**src/rtl/uart_tx_arb_pkg.sv**
```systemverilog
// Shared types and defaults for the UART transmit arbiter.
package uart_tx_arb_pkg;

  typedef enum logic [1:0] {IDLE, START, WAIT} state_e;

  localparam int unsigned NUM_REQ_DEF = 2;
  localparam int unsigned TIMEOUT_DEF = 1023;

  // Index width for a requester number; never narrower than one bit.
  function automatic int unsigned idx_w(int unsigned n);
    return (n > 1) ? $clog2(n) : 1;
  endfunction

endpackage

```
**src/rtl/uart_rr_pick.sv**
```systemverilog
// Combinational round-robin pick: first valid requester strictly after last_winner, wrapping.
module uart_rr_pick
  import uart_tx_arb_pkg::*;
#(
  parameter int unsigned NUM_REQ = NUM_REQ_DEF,
  localparam int unsigned IW = idx_w(NUM_REQ)
) (
  input  logic [NUM_REQ-1:0] req_valid,
  input  logic [IW-1:0]      last_winner,
  output logic [IW-1:0]      winner,
  output logic               any_valid
);

  logic [IW-1:0] idx;

  always_comb begin
    winner    = last_winner;
    any_valid = 1'b0;
    idx       = '0;
    // Offset NUM_REQ lands back on last_winner, so it wins only when alone.
    for (int k = 1; k <= int'(NUM_REQ); k++) begin
      idx = IW'((int'(last_winner) + k) % int'(NUM_REQ));
      if (!any_valid && req_valid[idx]) begin
        winner    = idx;
        any_valid = 1'b1;
      end
    end
  end

endmodule

```
**src/rtl/uart_tx_arb.sv**
```systemverilog
// Round-robin arbiter sharing one UART transmitter between NUM_REQ byte requesters.
// Optional START-state watchdog enabled by defining UART_TX_ARB_TIMEOUT_EN.
module uart_tx_arb
  import uart_tx_arb_pkg::*;
#(
  parameter int unsigned NUM_REQ = NUM_REQ_DEF,
  parameter int unsigned TIMEOUT = TIMEOUT_DEF
) (
  input  logic                 clk,
  input  logic                 rst_n,
  input  logic [NUM_REQ-1:0]   req_valid,
  input  logic [8*NUM_REQ-1:0] req_data,
  output logic [NUM_REQ-1:0]   req_ready,
  output logic [7:0]           tx_data,
  output logic                 tx_start,
  input  logic                 tx_start_clear,
  input  logic                 tx_busy,
  output logic [NUM_REQ-1:0]   grant,
  output logic                 busy,
  output logic                 timeout_err
);

  localparam int unsigned IW = idx_w(NUM_REQ);

  if (NUM_REQ < 2 || NUM_REQ > 8 || TIMEOUT < 1) begin : g_bad_cfg
    $error("uart_tx_arb: NUM_REQ must be 2..8 and TIMEOUT at least 1");
  end

  state_e               state_q, state_d;
  logic [IW-1:0]        last_q, last_d;
  logic [IW-1:0]        winner;
  logic                 any_valid;
  logic [NUM_REQ-1:0]   win_oh;
  logic [7:0]           data_q, data_d;
  logic                 start_q, start_d;
  logic [NUM_REQ-1:0]   grant_q, grant_d;
  logic [NUM_REQ-1:0]   ready_q, ready_d;
  logic                 busy_q, busy_d;

`ifdef UART_TX_ARB_TIMEOUT_EN
  localparam int unsigned CW = $clog2(TIMEOUT + 1);
  logic [CW-1:0] cnt_q, cnt_d;
  logic          err_q, err_d;
`endif

  uart_rr_pick #(
    .NUM_REQ(NUM_REQ)
  ) u_pick (
    .req_valid  (req_valid),
    .last_winner(last_q),
    .winner     (winner),
    .any_valid  (any_valid)
  );

  assign win_oh = NUM_REQ'(1) << winner;

  always_comb begin
    state_d = state_q;
    last_d  = last_q;
    data_d  = data_q;
    start_d = start_q;
    grant_d = grant_q;
    ready_d = '0;
`ifdef UART_TX_ARB_TIMEOUT_EN
    cnt_d   = cnt_q;
    err_d   = err_q;
`endif
    unique case (state_q)
      IDLE: begin
`ifdef UART_TX_ARB_TIMEOUT_EN
        cnt_d = '0;
`endif
        if (any_valid) begin
          data_d  = req_data[{winner, 3'b000} +: 8];
          start_d = 1'b1;
          grant_d = win_oh;
          ready_d = win_oh;
          last_d  = winner;
          state_d = START;
        end
      end
      START: begin
        if (tx_start_clear) begin
          start_d = 1'b0;
          state_d = WAIT;
`ifdef UART_TX_ARB_TIMEOUT_EN
        end else if (cnt_q == CW'(TIMEOUT - 1)) begin
          // Transmitter never acknowledged: drop the byte and flag it.
          start_d = 1'b0;
          grant_d = '0;
          err_d   = 1'b1;
          state_d = IDLE;
        end else begin
          cnt_d = cnt_q + CW'(1);
`endif
        end
      end
      WAIT: begin
        if (!tx_busy) begin
          grant_d = '0;
          state_d = IDLE;
        end
      end
      default: state_d = IDLE;
    endcase
    busy_d = (state_d != IDLE);
  end

  always_ff @(posedge clk or negedge rst_n) begin
    if (!rst_n) begin
      state_q <= IDLE;
      last_q  <= IW'(NUM_REQ - 1);
      data_q  <= '0;
      start_q <= 1'b0;
      grant_q <= '0;
      ready_q <= '0;
      busy_q  <= 1'b0;
`ifdef UART_TX_ARB_TIMEOUT_EN
      cnt_q   <= '0;
      err_q   <= 1'b0;
`endif
    end else begin
      state_q <= state_d;
      last_q  <= last_d;
      data_q  <= data_d;
      start_q <= start_d;
      grant_q <= grant_d;
      ready_q <= ready_d;
      busy_q  <= busy_d;
`ifdef UART_TX_ARB_TIMEOUT_EN
      cnt_q   <= cnt_d;
      err_q   <= err_d;
`endif
    end
  end

  assign tx_data   = data_q;
  assign tx_start  = start_q;
  assign grant     = grant_q;
  assign req_ready = ready_q;
  assign busy      = busy_q;
`ifdef UART_TX_ARB_TIMEOUT_EN
  assign timeout_err = err_q;
`else
  assign timeout_err = 1'b0;
`endif

endmodule

```
**config.mk**
```make
export PLATFORM = sky130hd
export DESIGN_NAME = uart_tx_arb
export DESIGN_NICKNAME = d
export VERILOG_FILES = /design/src/rtl/uart_tx_arb_pkg.sv /design/src/rtl/uart_rr_pick.sv /design/src/rtl/uart_tx_arb.sv
export SDC_FILE = /design/constraint.sdc
export NUM_CORES = 1
export LEC_CHECK = 0
export CAP_MARGIN = 15
export CORE_ASPECT_RATIO = 1.25
export CORE_UTILIZATION = 39
export CTS_CLUSTER_DIAMETER = 60
export CTS_CLUSTER_SIZE = 20
export DETAILED_ROUTE_END_ITERATION = 7
export PLACE_DENSITY_LB_ADDON = 0.15
export SLEW_MARGIN = 20
export SYNTH_ARGS = -nofsm -noshare
export SYNTH_HDL_FRONTEND = slang
export SYNTH_SLANG_ARGS = --single-unit
```
**constraint.sdc**
```tcl
create_clock -name clk -period 1.5 [get_ports clk]
set_clock_uncertainty 0.1 [all_clocks]
set_input_delay 0.3 -clock clk [delete_from_list [all_inputs] [get_ports clk]]
set_output_delay 0.3 -clock clk [all_outputs]
set_load 0.01 [all_outputs]
```
==> results of run 1 <==
==> logic make-up after synthesis <==
group	count (synthesis)	share of synthesized area, %
compound gates	28	20.1
flops	17	54.5
simple gates	28	18.2
buf+inv	6	5.27
mux	1	1.44
other cells	1	0.479
==> report_power, final <==
group | leakage (uW) | total, uW | switching (uW) | internal (uW)
Clock | 0.0000177 | 248 | 148 | 99.3
Sequential | 0.000198 | 821 | 129 | 692
Combinational | 0.000335 | 1170 | 571 | 601
Total | 0.000551 | 2240 | 848 | 1390
==> synthesized netlist by cell type (2+ instances only) <==
cell type / count / area share [%]
a31oi_1: 8 / 6.4
o21ai_0: 9 / 5.8
dfrtp_1: 16 / 51
a21oi_1: 9 / 5.8
nand2_1: 6 / 2.9
buf_2: 3 / 1.9
nor2_1: 5 / 2.4
a22o_1: 2 / 2.2
buf_4: 2 / 1.9
nand3_1: 9 / 5.8
nand3b_1: 2 / 1.9
==> area by class of cell <==
type | count | area (um2)
Clock buffer | 3 | 22.5
Clock inverter | 1 | 5.00
Fill cell | 174 | 601
Multi-Input combinational cell | 58 | 315
Sequential cell | 17 | 427
Tap cell | 19 | 23.8
Timing Repair Buffer | 47 | 435
==> path summary, 6_finish.rpt <==
| path | cells after the start | end | from | slack [ps] |
|---|---|---|---|---|
| setup / recovery | 1 | grant[1] | grant[1] | 120 |
| hold / removal | 2 | tx_start | rst_n | 220 |
| setup reg to reg | 3 | grant[0] | last_q | 150 |
| hold reg to reg | 2 | tx_start | tx_start | 390 |
| max in group asynchronous | 2 | last_q | rst_n | 830 |
| min in group clk | 2 | tx_start | tx_start | 390 |
==> repair_timing <==
action,in CTS,in global routing
hold buffers,0,0
setup endpoints to repair,14,0
gates resized for setup,14,0
==> stage by stage <==
stage               cell area, um2  utilization, %
global placement              1220            66.6
detailed placement            1220            66.6
floorplan                      783               -
CTS                           1230            67.2
global route                  1230            67.2
finish                        1230            67.2
==> routing by layer <==
metal	track usage, %	part of all wire (%)
met1	23.0	38
met2	39.3	56
met3	3.13	3.9
met4	10.9	2.4
met5	0	0
==> flip-flops by register name, indices dropped and copies added, names as in the netlist <==
name,count
busy,1
grant,2
last_q,1
tx_start,1
tx_data,8
state_q,2
req_ready,2
==> results.yml, run 1 <==
run_status:
  status: "completed"
global_routing:
  grt_pass1_wl_mm: 3.42
  gr-usage-all-layers_pct: 21.1
  overflow: 0
  antenna_found_initial: 0
  grt_max_degree: 18
  first_global_vias: 819
worst_setup_path:
  worstPathCellList: "dlygate4sd2_1"
  cp-end-kind: "output port"
  cp.arrival_ps: 980
  cp-start-kind: "flip-flop"
  crit_type: "reg2out"
  worstPathRequired_ps: 1100
  cpLargestDelayFamily: "flip-flops"
  critPathBufInv: 1
  crit_path_top_delay_cell: "dfrtp_1"
  crit_fanout: 2
  critPathMaxStageDelay_ps: 410
synth:
  synthesis.area_um2: 783
  yosys_warnings: 0
  synth_area_per_cell_um2: 9.67
  yosysSeqAreaShare_pct: 54.5
  ys_ff_latch: 17
  syn_inst: 81
  ys.flop_type: "dfrtp_1"
  syn-num-nets: 103
  postSynth.asyncResetShare_pct: 100
  synth_edf_count: 0
  synth_cell_types: 21
drt:
  wl_mm: 2.04
  detail-route-antenna-nets: 0
  drtPass1Iterations: 4
  via_per_inst: 5.51
  drt_iter0_markers: 21
  drc: 0
  vias: 799
  avgRoutedWirePerCell_um: 14.1
sta:
  period_share_pct: 92.3
  max_freq_mhz: 722
  hold_viol: 0
  hold_slack_ps: 220
  post-route-min-period_ps: 1380
  slew_viol_final: 0
  rsz0062_at_grt: "false"
  tns_ps: 0
  setup_viol: 0
  finalWorstSetupSlack_ps: 115
die:
  die_w_um: 42.1
  die_area_um2: 2190
  coreArea_um2: 1830
  die_h_um: 52.1
  std_cell_rows: 17
  initial_utilization_pct: 42.8
  ios: 37
placement:
  dp_cells: 141
  gp_congestion: 0.825
  io_buffers: 35
  dp_hpwl_mm: 1.55
  place_ws_ps: -177
final_layout:
  syn2layout_area_growth_pct: 56.9
  antenna_cells: 0
  instances_no_fill: 145
  drive_above_1_share_pct: 15.9
  final_common_cell: "clkdlybuf4s50_1"
  final_cell_mix: "21 x clkdlybuf4s50_1, 16 x dfrtp_1, 14 x dlygate4sd2_1, 11 x buf_4"
  nets: 149
clock_network:
  numCtsBuffers: 3
  clk_path_buf_depth: 2
  cts_root_buf: "clkbuf_4"
  ctsHtreeMaxLevel: 1
  clock_latency_ps: 290
  clock-sinks: 17
  cts_tree: "done"
  post-cts-setup-buffers: 0
  clkTransAtPathRegs_ps: 100
pwr:
  power_density_nw_per_um2: 1820
  p_leak_uw: 0.000551
  peakVddDrop_mv: 0.923
  totalPowerFinal_uw: 2240
run:
  cap_violations: 0
min_path:
  hp-class: "in2async"
No activity file was read; power rests on OpenSTA's default activity.
==> inputs of run 2 (changes only) <==
--- a/config.mk
+++ b/config.mk
@@ -11,6 +11,7 @@
 export CTS_CLUSTER_DIAMETER = 60
 export CTS_CLUSTER_SIZE = 20
 export DETAILED_ROUTE_END_ITERATION = 7
+export GPL_TIMING_DRIVEN = 0
 export PLACE_DENSITY_LB_ADDON = 0.15
 export SLEW_MARGIN = 20
 export SYNTH_ARGS = -nofsm -noshare
==> results.yml, run 2 (synthesis gave the netlist of run 1 again) <==
min_path:
  hp-class: "in2async"
sta:
  post-route-min-period_ps: 1430
  slew_headroom_pct: 50.3
  setup_viol: 0
  slew_viol_final: 0
  tightest_slew_ps: 743
  hold_viol: 0
  max_freq_mhz: 698
  period_share_pct: 95.5
run:
  cap_violations: 0
worst_setup_path:
  crit_path_top_delay_cell: "clkdlybuf4s50_1"
  crit_fanout: 10
  cp-end-kind: "flip-flop"
  cpLargestDelayFamily: "buffers and inverters"
  critPathBufInv: 2
  worstPathCellList: "clkdlybuf4s50_1 > or2_1 > and2_4 > buf_6 > a22o_1"
  critPathMaxStageDelay_ps: 450
  worstPathRequired_ps: 1590
  crit_type: "in2reg"
  cp-start-kind: "primary input"
  cp.arrival_ps: 1520
global_routing:
  first_global_vias: 783
  grt_max_degree: 18
  antenna_found_initial: 0
  gr-usage-all-layers_pct: 20.1
  met3_usage_pct: 3.47
  grt_pass1_wl_mm: 3.26
  grt.busiest_layer: "met2"
  grt_use_met1_pct: 21.1
  overflow: 0
  grt.met2_usage_pct: 38.5
drt:
  via_per_inst: 5.48
  wl_mm: 1.92
  vias: 762
  detail-route-antenna-nets: 0
  drt_iter0_markers: 12
  avgRoutedWirePerCell_um: 13.8
  drtPass1Iterations: 4
  drc: 0
pwr:
  p_leak_uw: 0.000516
  power_density_nw_per_um2: 1810
  peakVddDrop_mv: 0.794
placement:
  gp_congestion: 0.804
  place_area_um2: 1160
  dp_hpwl_mm: 1.43
  io_buffers: 35
clock_network:
  clock-sinks: 17
  clkTransAtPathRegs_ps: 100
  numCtsBuffers: 3
  cts_root_buf: "clkbuf_4"
  cts_tree: "done"
  ctsHtreeMaxLevel: 1
  post-cts-setup-buffers: 0
  clock_latency_ps: 290
  clk_path_buf_depth: 2
die:
  die_area_um2: 2190
  ios: 37
  std_cell_rows: 17
  coreArea_um2: 1830
  die_w_um: 42.1
  initial_utilization_pct: 42.8
  die_h_um: 52.1
final_layout:
  antenna_cells: 0
  nets: 143
  final_cell_mix: "21 x clkdlybuf4s50_1, 16 x dfrtp_1, 14 x dlygate4sd2_1"
  largest_register_ffs: 8
  fin_util_pct: 64.2
  design_area_um2: 1170
  final_common_cell: "clkdlybuf4s50_1"
  syn2layout_area_growth_pct: 50.0
  drive_above_1_share_pct: 11.7
run_status:
  status: "completed"
## run 2: cell count changes in the layout (fill, tap and decap cells not counted), sizes merged
cell | before | now
clkinv | 1 | 0
buf | 12 | 6
clkbuf | 3 | 4
## run 2: cell type report
| cell class | count | area (um2) |
|---|---|---|
| buffer | 6 | 47.5 |
| multi-input combinational | 58 | 318 |
| clock buffer | 4 | 26.3 |
| sequential | 17 | 427 |
| fill | 174 | 654 |
| tap | 19 | 23.8 |
| timing repair buffer | 35 | 333 |
## run 2: worst reg2reg max path: stages, from the launching register on
cell     delay [ps]
dfstp_2         580
and2_0          170
buf_6           140
nor2_1           70
a22o_1          250
## run 2: through the flow
stage          hold slack [ps]  power (uW)  TNS (ps)  setup slack [ps]  cells
6_report                   338        2130         0              67.4    139
4_1_cts                    365        2140         0              65.1    139
3_3_place_gp               363        1990     -2830              -299    135
3_5_place_dp               370        2020     -3630              -343    135
5_1_grt                    390        2310     -7.44             -7.44    139
2_1_floorplan            -95.6        1450         0               211     81
## run 2: repair_timing
action | CTS | global route
gates resized for setup | 15 | 3
endpoints found under the setup margin | 16 | 2
hold buffers | 0 | 0
## run 2: metal layers
layer | routed length (um) | vias to the layer above
met2 | 1080 | 24
met5 | 0 | -
li1 | - | 364
met3 | 79 | 4
met1 | 726 | 370
met4 | 29 | 0
## run 2: path summary, 6_finish.rpt
check                        startpoint         end  slack (ps)  cells after the start
setup / recovery           req_valid[1]    grant[1]          70                      5
hold / removal                    rst_n  state_q[0]         340                      1
setup reg to reg                 last_q    grant[1]          80                      4
hold reg to reg                tx_start    tx_start         390                      2
max in group asynchronous         rst_n    grant[1]         500                      1
min in group clk               tx_start    tx_start         390                      2
## run 2: power by group
group | switching, uW | total [uW] | internal, uW
Combinational | 545 | 1060 | 518
Sequential | 128 | 820 | 692
Clock | 145 | 249 | 104
Total | 818 | 2130 | 1310
